$ cat config.mk
export PLATFORM = sky130hd
export DESIGN_NAME = vga_timing_gen
export DESIGN_NICKNAME = d
export VERILOG_FILES = /design/src/rtl/vga_timing_gen.sv
export SDC_FILE = /design/constraint.sdc
export NUM_CORES = 1
export LEC_CHECK = 0
export BUFFER_PORTS_ARGS = -buffer_cell sky130_fd_sc_hd__buf_4
export CAP_MARGIN = 30
export CORE_UTILIZATION = 51
export CTS_CLUSTER_SIZE = 28
export DETAILED_ROUTE_END_ITERATION = 6
export GPL_TIMING_DRIVEN = 0
export PLACE_DENSITY = 0.75
export SETUP_SLACK_MARGIN = 0.5
export SKIP_LAST_GASP = 1
export SLEW_MARGIN = 20
export SYNTH_ARGS = -nofsm -noshare
export SYNTH_HDL_FRONTEND = slang
export SYNTH_SLANG_ARGS = --single-unit
$ cat constraint.sdc
create_clock -name CLK -period 2.1 [get_ports CLK]
set_clock_uncertainty 0.2 [all_clocks]
set_input_delay 0.21 -clock CLK [delete_from_list [all_inputs] [get_ports CLK]]
set_output_delay 0.21 -clock CLK [all_outputs]
set_load 0.05 [all_outputs]
$ cat src/rtl/vga_timing_gen.sv
// Parameterised VGA raster timing generator: pixel-rate strobe from a clock divider,
// h/v counters, and registered sync/blank/enable/coordinate outputs one pixel period behind the counters.
module vga_timing_gen #(
  parameter int H_ACTIVE = 640,
  parameter int H_FP     = 16,
  parameter int H_SYNC   = 96,
  parameter int H_BP     = 48,
  parameter int V_ACTIVE = 480,
  parameter int V_FP     = 10,
  parameter int V_SYNC   = 2,
  parameter int V_BP     = 33,
  parameter int HS_POL   = 0,
  parameter int VS_POL   = 0,
  parameter int CLK_DIV  = 2,
  parameter int CW       = 11
) (
  input  logic          CLK,
  input  logic          RST_N,
  input  logic          EN,
  output logic          pix_stb,
  output logic          h_sync,
  output logic          v_sync,
  output logic          de,
  output logic          hblank,
  output logic          vblank,
  output logic [CW-1:0] xpos,
  output logic [CW-1:0] ypos,
  output logic          line_start,
  output logic          frame_start
);

  localparam int H_TOTAL = H_ACTIVE + H_FP + H_SYNC + H_BP;
  localparam int V_TOTAL = V_ACTIVE + V_FP + V_SYNC + V_BP;
  localparam int DW      = (CLK_DIV > 1) ? $clog2(CLK_DIV) : 1;

  localparam logic [DW-1:0] DIV_LAST = DW'(CLK_DIV - 1);
  localparam logic [CW-1:0] H_LAST   = CW'(H_TOTAL - 1);
  localparam logic [CW-1:0] V_LAST   = CW'(V_TOTAL - 1);

  // One extra bit so boundaries equal to 2^CW still compare correctly.
  localparam logic [CW:0] H_ACT_E = (CW+1)'(H_ACTIVE);
  localparam logic [CW:0] H_SYN_S = (CW+1)'(H_ACTIVE + H_FP);
  localparam logic [CW:0] H_SYN_E = (CW+1)'(H_ACTIVE + H_FP + H_SYNC);
  localparam logic [CW:0] V_ACT_E = (CW+1)'(V_ACTIVE);
  localparam logic [CW:0] V_SYN_S = (CW+1)'(V_ACTIVE + V_FP);
  localparam logic [CW:0] V_SYN_E = (CW+1)'(V_ACTIVE + V_FP + V_SYNC);

  localparam logic HS_ACT = HS_POL[0];
  localparam logic VS_ACT = VS_POL[0];

  logic [DW-1:0] div_q, div_d;
  logic [CW-1:0] h_cnt_q, h_cnt_d;
  logic [CW-1:0] v_cnt_q, v_cnt_d;
  logic          stb;
  logic [CW:0]   h_ext, v_ext;

  logic          hblank_d, vblank_d, de_d, hs_d, vs_d, ls_d, fs_d;
  logic [CW-1:0] x_d, y_d;

  logic          pix_stb_q, hs_q, vs_q, de_q, hblank_q, vblank_q, ls_q, fs_q;
  logic [CW-1:0] x_q, y_q;

  always_comb begin
    stb     = (div_q == DIV_LAST);
    div_d   = stb ? '0 : div_q + 1'b1;
    h_cnt_d = h_cnt_q;
    v_cnt_d = v_cnt_q;
    if (stb) begin
      if (h_cnt_q == H_LAST) begin
        h_cnt_d = '0;
        v_cnt_d = (v_cnt_q == V_LAST) ? '0 : v_cnt_q + 1'b1;
      end else begin
        h_cnt_d = h_cnt_q + 1'b1;
      end
    end

    h_ext    = {1'b0, h_cnt_q};
    v_ext    = {1'b0, v_cnt_q};
    hblank_d = (h_ext >= H_ACT_E);
    vblank_d = (v_ext >= V_ACT_E);
    de_d     = !hblank_d && !vblank_d;
    hs_d     = ((h_ext >= H_SYN_S) && (h_ext < H_SYN_E)) ? HS_ACT : ~HS_ACT;
    vs_d     = ((v_ext >= V_SYN_S) && (v_ext < V_SYN_E)) ? VS_ACT : ~VS_ACT;
    x_d      = hblank_d ? '0 : h_cnt_q;
    y_d      = vblank_d ? '0 : v_cnt_q;
    ls_d     = (h_cnt_q == '0);
    fs_d     = ls_d && (v_cnt_q == '0);
  end

  always_ff @(posedge CLK or negedge RST_N) begin
    if (!RST_N) begin
      div_q     <= '0;
      h_cnt_q   <= '0;
      v_cnt_q   <= '0;
      pix_stb_q <= 1'b0;
      hs_q      <= ~HS_ACT;
      vs_q      <= ~VS_ACT;
      de_q      <= 1'b0;
      hblank_q  <= 1'b1;
      vblank_q  <= 1'b1;
      x_q       <= '0;
      y_q       <= '0;
      ls_q      <= 1'b0;
      fs_q      <= 1'b0;
    end else if (!EN) begin
      div_q     <= '0;
      h_cnt_q   <= '0;
      v_cnt_q   <= '0;
      pix_stb_q <= 1'b0;
      hs_q      <= ~HS_ACT;
      vs_q      <= ~VS_ACT;
      de_q      <= 1'b0;
      hblank_q  <= 1'b1;
      vblank_q  <= 1'b1;
      x_q       <= '0;
      y_q       <= '0;
      ls_q      <= 1'b0;
      fs_q      <= 1'b0;
    end else begin
      // The strobe is registered together with the decode, so it marks the
      // first CLK of the pixel period the outputs describe.
      div_q     <= div_d;
      pix_stb_q <= stb;
      if (stb) begin
        h_cnt_q  <= h_cnt_d;
        v_cnt_q  <= v_cnt_d;
        hs_q     <= hs_d;
        vs_q     <= vs_d;
        de_q     <= de_d;
        hblank_q <= hblank_d;
        vblank_q <= vblank_d;
        x_q      <= x_d;
        y_q      <= y_d;
        ls_q     <= ls_d;
        fs_q     <= fs_d;
      end
    end
  end

  assign pix_stb     = pix_stb_q;
  assign h_sync      = hs_q;
  assign v_sync      = vs_q;
  assign de          = de_q;
  assign hblank      = hblank_q;
  assign vblank      = vblank_q;
  assign xpos        = x_q;
  assign ypos        = y_q;
  assign line_start  = ls_q;
  assign frame_start = fs_q;

endmodule

# Yosys cells after proc, flatten, opt, wreduce, memory -nomap -nowiden
# Cells that the tools add are included.
# word_totals
in_bits	3
ff_bits	53
word_cells	67
# classes
n_reduce_logical	9
n_eq_ne	4
n_addsub	3
n_mux	32
n_lt_le_gt_ge	6
# ops
cell	count
two-way mux 11 bit	13
adder 11 x 1 -> 11 bit, second input constant	2
== test 11 x 10 -> 1 bit, second input constant	2
>= comparator 11 x 10 -> 1 bit, second input constant	2
>= comparator 11 x 9 -> 1 bit, second input constant	2
zero test 11 bit	2
two-way mux 1 bit	19
< comparator 11 x 10 -> 1 bit, second input constant	1
< comparator 11 x 9 -> 1 bit, second input constant	1
logical AND 1 bit	4
inequality test 2 x 1 -> 1 bit, second input constant	2
zero test 1 bit	2
AND reduction 2 bit	1
adder 1 bit, second input constant	1

# Depth between registers and ports, before layout
# Gate-level depths: netlist of the first run.
# depth
word_depth	5
mapped_depth	6
ltp_nobuf	6

# Worst setup path after synthesis of the first run
# Ideal clock, no wire load.
# synth_path
kind	flip-flop to flip-flop
startpoint	reg h_cnt_q[5]
endpoint	reg v_cnt_q[7]
path_buffers	2
path_slack_ns	0.105
path_stages_with_launch	7
required_ns	1.780
arrival_time_ns	1.675
setup_time_ns	0.120
path_cell_list	dfrtp_1 -> buf_6 -> or4b_4 -> o31ai_4 -> buf_6 -> o22ai_2 -> a41o_1
# synth_via
elab_chain_cells	3
# synth_rtl
element	line	rtl
start: declaration	52	logic [CW-1:0] h_cnt_q, h_cnt_d;
start signal: assignment	125	h_cnt_q <= h_cnt_d;
== test 11 x 10 -> 1 bit	69	if (h_cnt_q == H_LAST) begin
inequality test 2 x 1 -> 1 bit (no line)	-	
AND reduction 2 bit (no line)	-	
end signal: assignment	126	v_cnt_q <= v_cnt_d;
end: declaration	53	logic [CW-1:0] v_cnt_q, v_cnt_d;
# Every way passes these cells.
# A chain may end at the register's enable or synchronous reset.

# Worst setup path in the final report of the first run
# layout_path
startpoint	reg h_cnt_q[5]
endpoint	reg v_cnt_q[10]
# The elaborated chain is that of the path after synthesis.

==> reports/results.ini, run 1 <==
[outcome]
status = finished, final reports clean

[synth]
synth_fp_nets = 246
synth_fa_ha_area_share_pct = 1.968
synth_top_area_share_pct = 48.20
yosysSeqAreaShare_pct = 52.34
synth_top_family_by_area = simple AND/OR/NAND/NOR gates
yosys.area_share.simple_pct = 20.22
yosys-top-cells-count = 49 x dfrtp_1, 22 x a22o_1, 18 x nand2_1, 17 x nor2_1, 14 x o21ai_0
ys_warn_count = 0
synth-main-ff-cell = dfrtp_1
synthTopCellsByArea = dfrtp_1 48%, a22o_1 7.6%, dfstp_2 4.1%
post-synth-top-count-cell = dfrtp_1
synthArstFlopShare_pct = 100.0
synth_edf_count = 0
synthMuxAreaShare_pct = 0
synth_compound_area_share_pct = 18.10
ys_types = 49
synth_area_sq_mm = 0.002544
ys_seq_elements = 53
netlist_instances = 239
yosysTopAreaCell = dfrtp_1
synthXorXnorAreaFrac_pct = 2.066
avgSynthCellArea_sq_um = 10.64

[die]
die_y_um = 72.63
ios = 33
die_area_sq_mm = 0.005274
initial_core_util_pct = 53.50
core_area_sq_mm = 0.004755
fp.dieW_um = 72.63
num_rows = 25

[power]
switchingPower_mw = 0.5440
p_per_area_mw_per_mm2 = 621.8
leakagePower_nw = 1.547
pwr-share-comb_pct = 12.7
switching_share_pct = 26.28
vdd_drop_max_uv = 384.9
p_int_mw = 1.526
p_seq_share_pct = 51.8
clock_power_share_pct = 35.5

[detailed_routing]
wl_per_cell_um = 16.75
drtIter0Drc = 171
via_per_inst = 5.797
wl_um = 6114
dr.pass1.iters = 4
vias = 2116
drc_errors = 0
drt.antenna.violating_nets = 0

[timing]
hold_violations = 0
fin_crit_ns = 2.021
fmax_mhz = 494.9
tns_ns = 0
min_period_over_period_pct = 96.23
final-setup-viol-count = 0
max-slew-margin-rel_pct = 55.38
rsz0062_at_grt = yes
tightest_slew_ns = 0.6693
drv_slew = 0

[global_route]
grt_pass1_vias = 1930
grt_max_degree = 54
grt_first_pass_wirelength_um = 9549
antenna_found_initial = 0
grtUsageTotal_pct = 23.71
globalRouteOverflowTotal = 0

[setup_path]
r2r-start = h_cnt_q[5]
arrival_ns = 2.03
critical_path_required_ns = 2.11
startpoint_type = flop
max_stage_delay_ns = 0.53
cp_max_fo = 7
critPathBufInv = 2
path_class = flop to flop
cpMostUsedCell = buf_6
crit_start = h_cnt_q[5]
crit_chain = buf_6, or4b_4, o31ai_4, buf_6, o21ai_2, a22o_1
endpoint_kind = flop
cpMaxStageDelayCell = or4b_4
crit_family = simple AND/OR/NAND/NOR gates

[flow_run]
drv_cap = 0

[place]
dp_hpwl_um = 3776
placed_area_sq_mm = 0.002902
place.gp.congestion = 0.8274
io_buffers = 32

[clock_tree]
cts_made_buffers = 5
cts_buffer_depth = 2
clk_latency_ns = 0.31
cts_tree = yes
cts_sinks = 53
htree_levels = 2
clockRootBuffer = clkbuf_8
clk_pin_slew_ns = 0.09

[final_layout]
final_area_sq_mm = 0.003329
fillers = 358
areaGrowthSynthToFinish_pct = 30.89
drive_above_1_share_pct = 39.93
nets = 304
num_antenna_cells = 0

[worst_hold_path]
min-delay-start = EN
hold_path_class = input port to flop

==> stage by stage <==
step / hold slack (ns) / cells / setup slack [ns] / utilization [%] / power (mW)
3_5_place_dp: 0.09136 / 338 / -0.05576 / 61.03 / 1.305
5_1_grt: 0.1848 / 365 / 0.03330 / 70.03 / 2.133
3_3_place_gp: 0.07980 / 338 / -0.04170 / 61.03 / 1.302
6_report: 0.1584 / 365 / 0.07920 / 70.03 / 2.070
2_1_floorplan: -0.2856 / 239 / 0.1051 / - / 1.226
4_1_cts: 0.1450 / 356 / 0.03915 / 67.55 / 2.054
==> layer usage <==
metal	track usage, %	up-vias	share of wire, %
met5	0	-	0
met4	6.754	0	1.3
met3	4.282	7	5.5
met2	35.62	62	46
met1	35.34	1054	47
li1	-	993	-
==> layout make-up <==
type / instances / area (sq um) / share of cell area (%)
multi-input cells: 159 / 1225 / 36.79
clock inverters: 2 / 37.54 / 1.127
flip-flops and latches: 53 / 1336 / 40.14
plain buffers: 16 / 116.4 / 3.495
well taps: 67 / 83.83 / 2.518
repair buffers: 50 / 401.6 / 12.06
clock buffers: 6 / 82.58 / 2.480
inverters: 12 / 46.29 / 1.390
==> sequential cells by signal, indices dropped and copies added (netlist names) <==
signal / cells
hblank: 1
v_cnt_q: 11
frame_start: 1
xpos: 11
v_sync: 1
de: 1
line_start: 1
h_sync: 1
vblank: 1
div_q: 1
h_cnt_q: 11
ypos: 11
pix_stb: 1
==> kinds of logic (layout without fill, tap and decap cells) <==
logic type      Yosys count  after routing
simple gates             89             90
compound gates           59             59
flops                    53             53
buf+inv                  28             86
xor+xnor                  6              6
fa+ha+maj                 4              4
==> power by group through the flow <==
stage	sequential [mW]	clock (mW)	combinational (mW)
6_report	1.07	0.735	0.263
4_1_cts	1.07	0.740	0.244
2_1_floorplan	1.13	0	0.0922
3_5_place_dp	1.09	0	0.217
5_1_grt	1.08	0.775	0.283
3_3_place_gp	1.09	0	0.214
==> placed cells by master, fill, tap and decap left out, types with 2 or more instances in the layout <==
master     n
buf_4     46
dfrtp_1   45
a22o_1    22
nand2_1   16
inv_1     11
nor2_1    11
nand4_1    9
buf_6      7
nor3_1     7
clkbuf_8   7
buf_2      6
o21ai_1    6
o21ai_0    6
nand3_1    5
or3_1      5
o31ai_1    5
and3_1     5
xor2_1     5
clkbuf_2   4
nor2_4     4
dfrtp_2    4
dfstp_2    4
nor4_1     3
nor2_2     3
nand2_2    2
nor4_4     2
o21ai_2    2
or2_2      2
a21oi_2    2
a21oi_1    2
nand3b_1   2
ha_1       2
==> worst min-delay path: stages <==
cell and delay [ns]:
buf_4 0.12, buf_2 0.19, o21ai_0 0.11
==> final timing paths <==
path                       slack [ns]  cells past startpoint           to
setup / recovery                 0.08                      6  v_cnt_q[10]
hold / removal                   0.16                      3       v_sync
setup reg to reg                 0.08                      6  v_cnt_q[10]
hold reg to reg                  0.30                      2      xpos[0]
max in group asynchronous        0.94                      2   h_cnt_q[1]
min in group asynchronous        0.27                      2      ypos[3]
==> timing repair <==
| item | in CTS | in global routing |
|---|---|---|
| setup endpoints to repair | 48 | 46 |
| pin swaps | 16 | 12 |
| cloned | 1 | 0 |
| setup buffers | 8 | 9 |
| endpoints found under the hold margin | 49 | 0 |
| hold buffers | 1 | 0 |
| resized for setup | 35 | 26 |
No activity file was read; power rests on OpenSTA's default activity.
==> run 2, diff against run 1 <==
Settings changed: CORE_UTILIZATION 51 to 54, CTS_BUF_LIST set to sky130_fd_sc_hd__clkbuf_4 sky130_fd_sc_hd__clkbuf_8, PLACE_DENSITY 0.75 to 0.78.
==> run 2 against run 1 <==
The run now ends with DRC, setup timing left. Global-route usage rose by 3.6 points. Power is 7.7% lower. Sequential cell count did not move. Wire length is 8.3% higher. Non-clock buffer count is 2 higher. Final area rose by 0.38%. First-iteration DRC count is 7.6% higher. Die area shrank 5.4%. Critical endpoint is now h_cnt_q[7]. Largest cell class unchanged.
==> reports/results.ini, run 2 (synthesis results as in run 1) <==
[worst_hold_path]
hold_path_class = input port to flop  ; unchanged

[timing]
final-setup-viol-count = 1  ; was 0
drv_slew = 0  ; unchanged
rsz0062_at_grt = yes  ; unchanged
fin_crit_ns = 2.122  ; was 2.021 ns
worst_slack_ns = -0.02228  ; was 0.07920 ns
max-slew-margin-rel_pct = 56.76  ; was 55.38%
fmax_mhz = 471.2  ; was 494.9 MHz
worst_hold_slack_ns = 0.1619  ; was 0.1584 ns
hold_violations = 0  ; unchanged
min_period_over_period_pct = 101.1  ; was 96.23%
tightest_slew_ns = 0.6431  ; was 0.6693 ns

[detailed_routing]
dr.pass1.iters = 6  ; was 4
drt.antenna.violating_nets = 0  ; unchanged
via_per_inst = 6.160  ; was 5.797
drc_errors = 7  ; was 0
wl_per_cell_um = 18.87  ; was 16.75 um
vias = 2162  ; was 2116
drtIter0Drc = 184  ; was 171
wl_um = 6622  ; was 6114 um

[setup_path]
endpoint_kind = flop  ; unchanged
cpMaxStageDelayCell = o31ai_1  ; was or4b_4
crit_chain = buf_6, buf_4, or3_4, o31ai_1, or3_1, a21oi_1  ; was buf_6, or4b_4, o31ai_4, buf_6, o21ai_2, a22o_1
cp_max_fo = 6  ; was 7
crit_family = compound AO/OA/AOI/OAI gates  ; was simple AND/OR/NAND/NOR gates
critPathBufInv = 2  ; unchanged
max_stage_delay_ns = 0.55  ; was 0.53 ns
startpoint_type = flop  ; unchanged
arrival_ns = 2.12  ; was 2.03 ns
path_class = flop to flop  ; unchanged
critical_path_required_ns = 2.10  ; was 2.11 ns

[final_layout]
layout.cells.most_common_list = 49 x buf_4, 45 x dfrtp_1, 22 x a22o_1  ; was 46 x buf_4, 45 x dfrtp_1, 22 x a22o_1
drive_above_1_share_pct = 41.81  ; was 39.93%
final_common_cell = buf_4  ; unchanged
areaGrowthSynthToFinish_pct = 31.38  ; was 30.89%
final_area_sq_mm = 0.003342  ; was 0.003329 sq mm
nets = 305  ; was 304
num_antenna_cells = 0  ; unchanged

[die]
ios = 33  ; unchanged
die_area_sq_mm = 0.004989  ; was 0.005274 sq mm
fp.dieW_um = 70.64  ; was 72.63 um
num_rows = 24  ; was 25
die_y_um = 70.64  ; was 72.63 um
initial_core_util_pct = 57.24  ; was 53.50%
core_area_sq_mm = 0.004444  ; was 0.004755 sq mm

[clock_tree]
cts_sinks = 53  ; unchanged
clk_pin_slew_ns = 0.10  ; was 0.09 ns
clk_latency_ns = 0.31  ; about the same
cts_buffer_depth = 2  ; unchanged
htree_levels = 2  ; unchanged
cts_tree = yes  ; unchanged
cts_made_buffers = 5  ; unchanged
clockRootBuffer = clkbuf_8  ; unchanged

[flow_run]
drv_cap = 0  ; unchanged

[global_route]
grtUsageTotal_pct = 27.33  ; was 23.71%
grt_first_pass_wirelength_um = 10500  ; was 9549 um
grt_pass1_vias = 2136  ; was 1930
antenna_found_initial = 0  ; unchanged
globalRouteOverflowTotal = 0  ; unchanged
grt_max_degree = 54  ; unchanged

[place]
io_buffers = 32  ; unchanged
pre_cts_ws_ns = -0.07501  ; was -0.05576 ns
dp_hpwl_um = 3944  ; was 3776 um
place.gp.congestion = 0.8438  ; was 0.8274
placed_area_sq_mm = 0.002883  ; was 0.002902 sq mm

[outcome]
status = finished with violations  ; was finished, final reports clean
violations = DRC, setup timing

[power]
vdd_drop_max_uv = 387.1  ; was 384.9 uV
finalPower_mw = 1.910  ; was 2.070 mW
leakagePower_nw = 1.550  ; was 1.547 nW
p_per_area_mw_per_mm2 = 571.5  ; was 621.8 mW/mm^2

[run 2: final timing paths]
path | startpoint | endpoint | slack (ns) | cells after the start
setup / recovery | h_cnt_q[6] | h_cnt_q[7] | -0.02 | 6
hold reg to reg | frame_start | frame_start | 0.31 | 2
hold / removal | EN | v_sync | 0.16 | 3
setup reg to reg | h_cnt_q[6] | h_cnt_q[7] | -0.02 | 6
max in group asynchronous | RST_N | h_cnt_q[1] | 0.98 | 2
min in group asynchronous | RST_N | v_cnt_q[4] | 0.27 | 2
[run 2: final cells by class]
cell class / count / area, sq um
Fill cell: 291 / 1102
Clock inverter: 3 / 17.52
Timing Repair Buffer: 52 / 442.9
Inverter: 12 / 47.55
Sequential cell: 53 / 1336
Buffer: 16 / 115.1
Clock buffer: 5 / 68.82
Tap cell: 52 / 65.06
Multi-Input combinational cell: 158 / 1249
[run 2: layer usage]
layer  up-vias  global-route usage, %  share of wire, %
li1        988                      -                 -
met1      1081                  36.99                43
met2        78                  43.04                49
met3        15                  5.983               5.8
met4         0                  11.56               1.9
met5         -                      0                 0
[run 2: stage by stage]
stage / instances / util [%] / setup TNS (ns)
finish: 351 / 75.20 / -0.02228
global placement: 323 / 64.86 / -0.03131
CTS: 346 / 72.78 / 0
detailed placement: 323 / 64.86 / -0.07501
floorplan: 239 / - / 0
global route: 351 / 75.20 / -0.6400
[run 2: worst min-delay path, cell delays in order]
cell and delay, ns:
buf_4 0.12, buf_2 0.19, o21ai_0 0.12
[run 2: what timing repair did]
action / CTS / global route
gates resized for setup: 41 / 28
hold buffers: 1 / 0
pin swaps: 21 / 7
gates cloned: 1 / 0
buffers inserted: 13 / 5
endpoints found under the hold margin: 49 / 0
endpoints found under the setup margin: 47 / 48
[run 2: where the power goes]
part,internal [mW],switching (mW),total [mW]
clock network,0.231,0.340,0.571
logic,0.0924,0.174,0.266
registers,1.05,0.0254,1.07
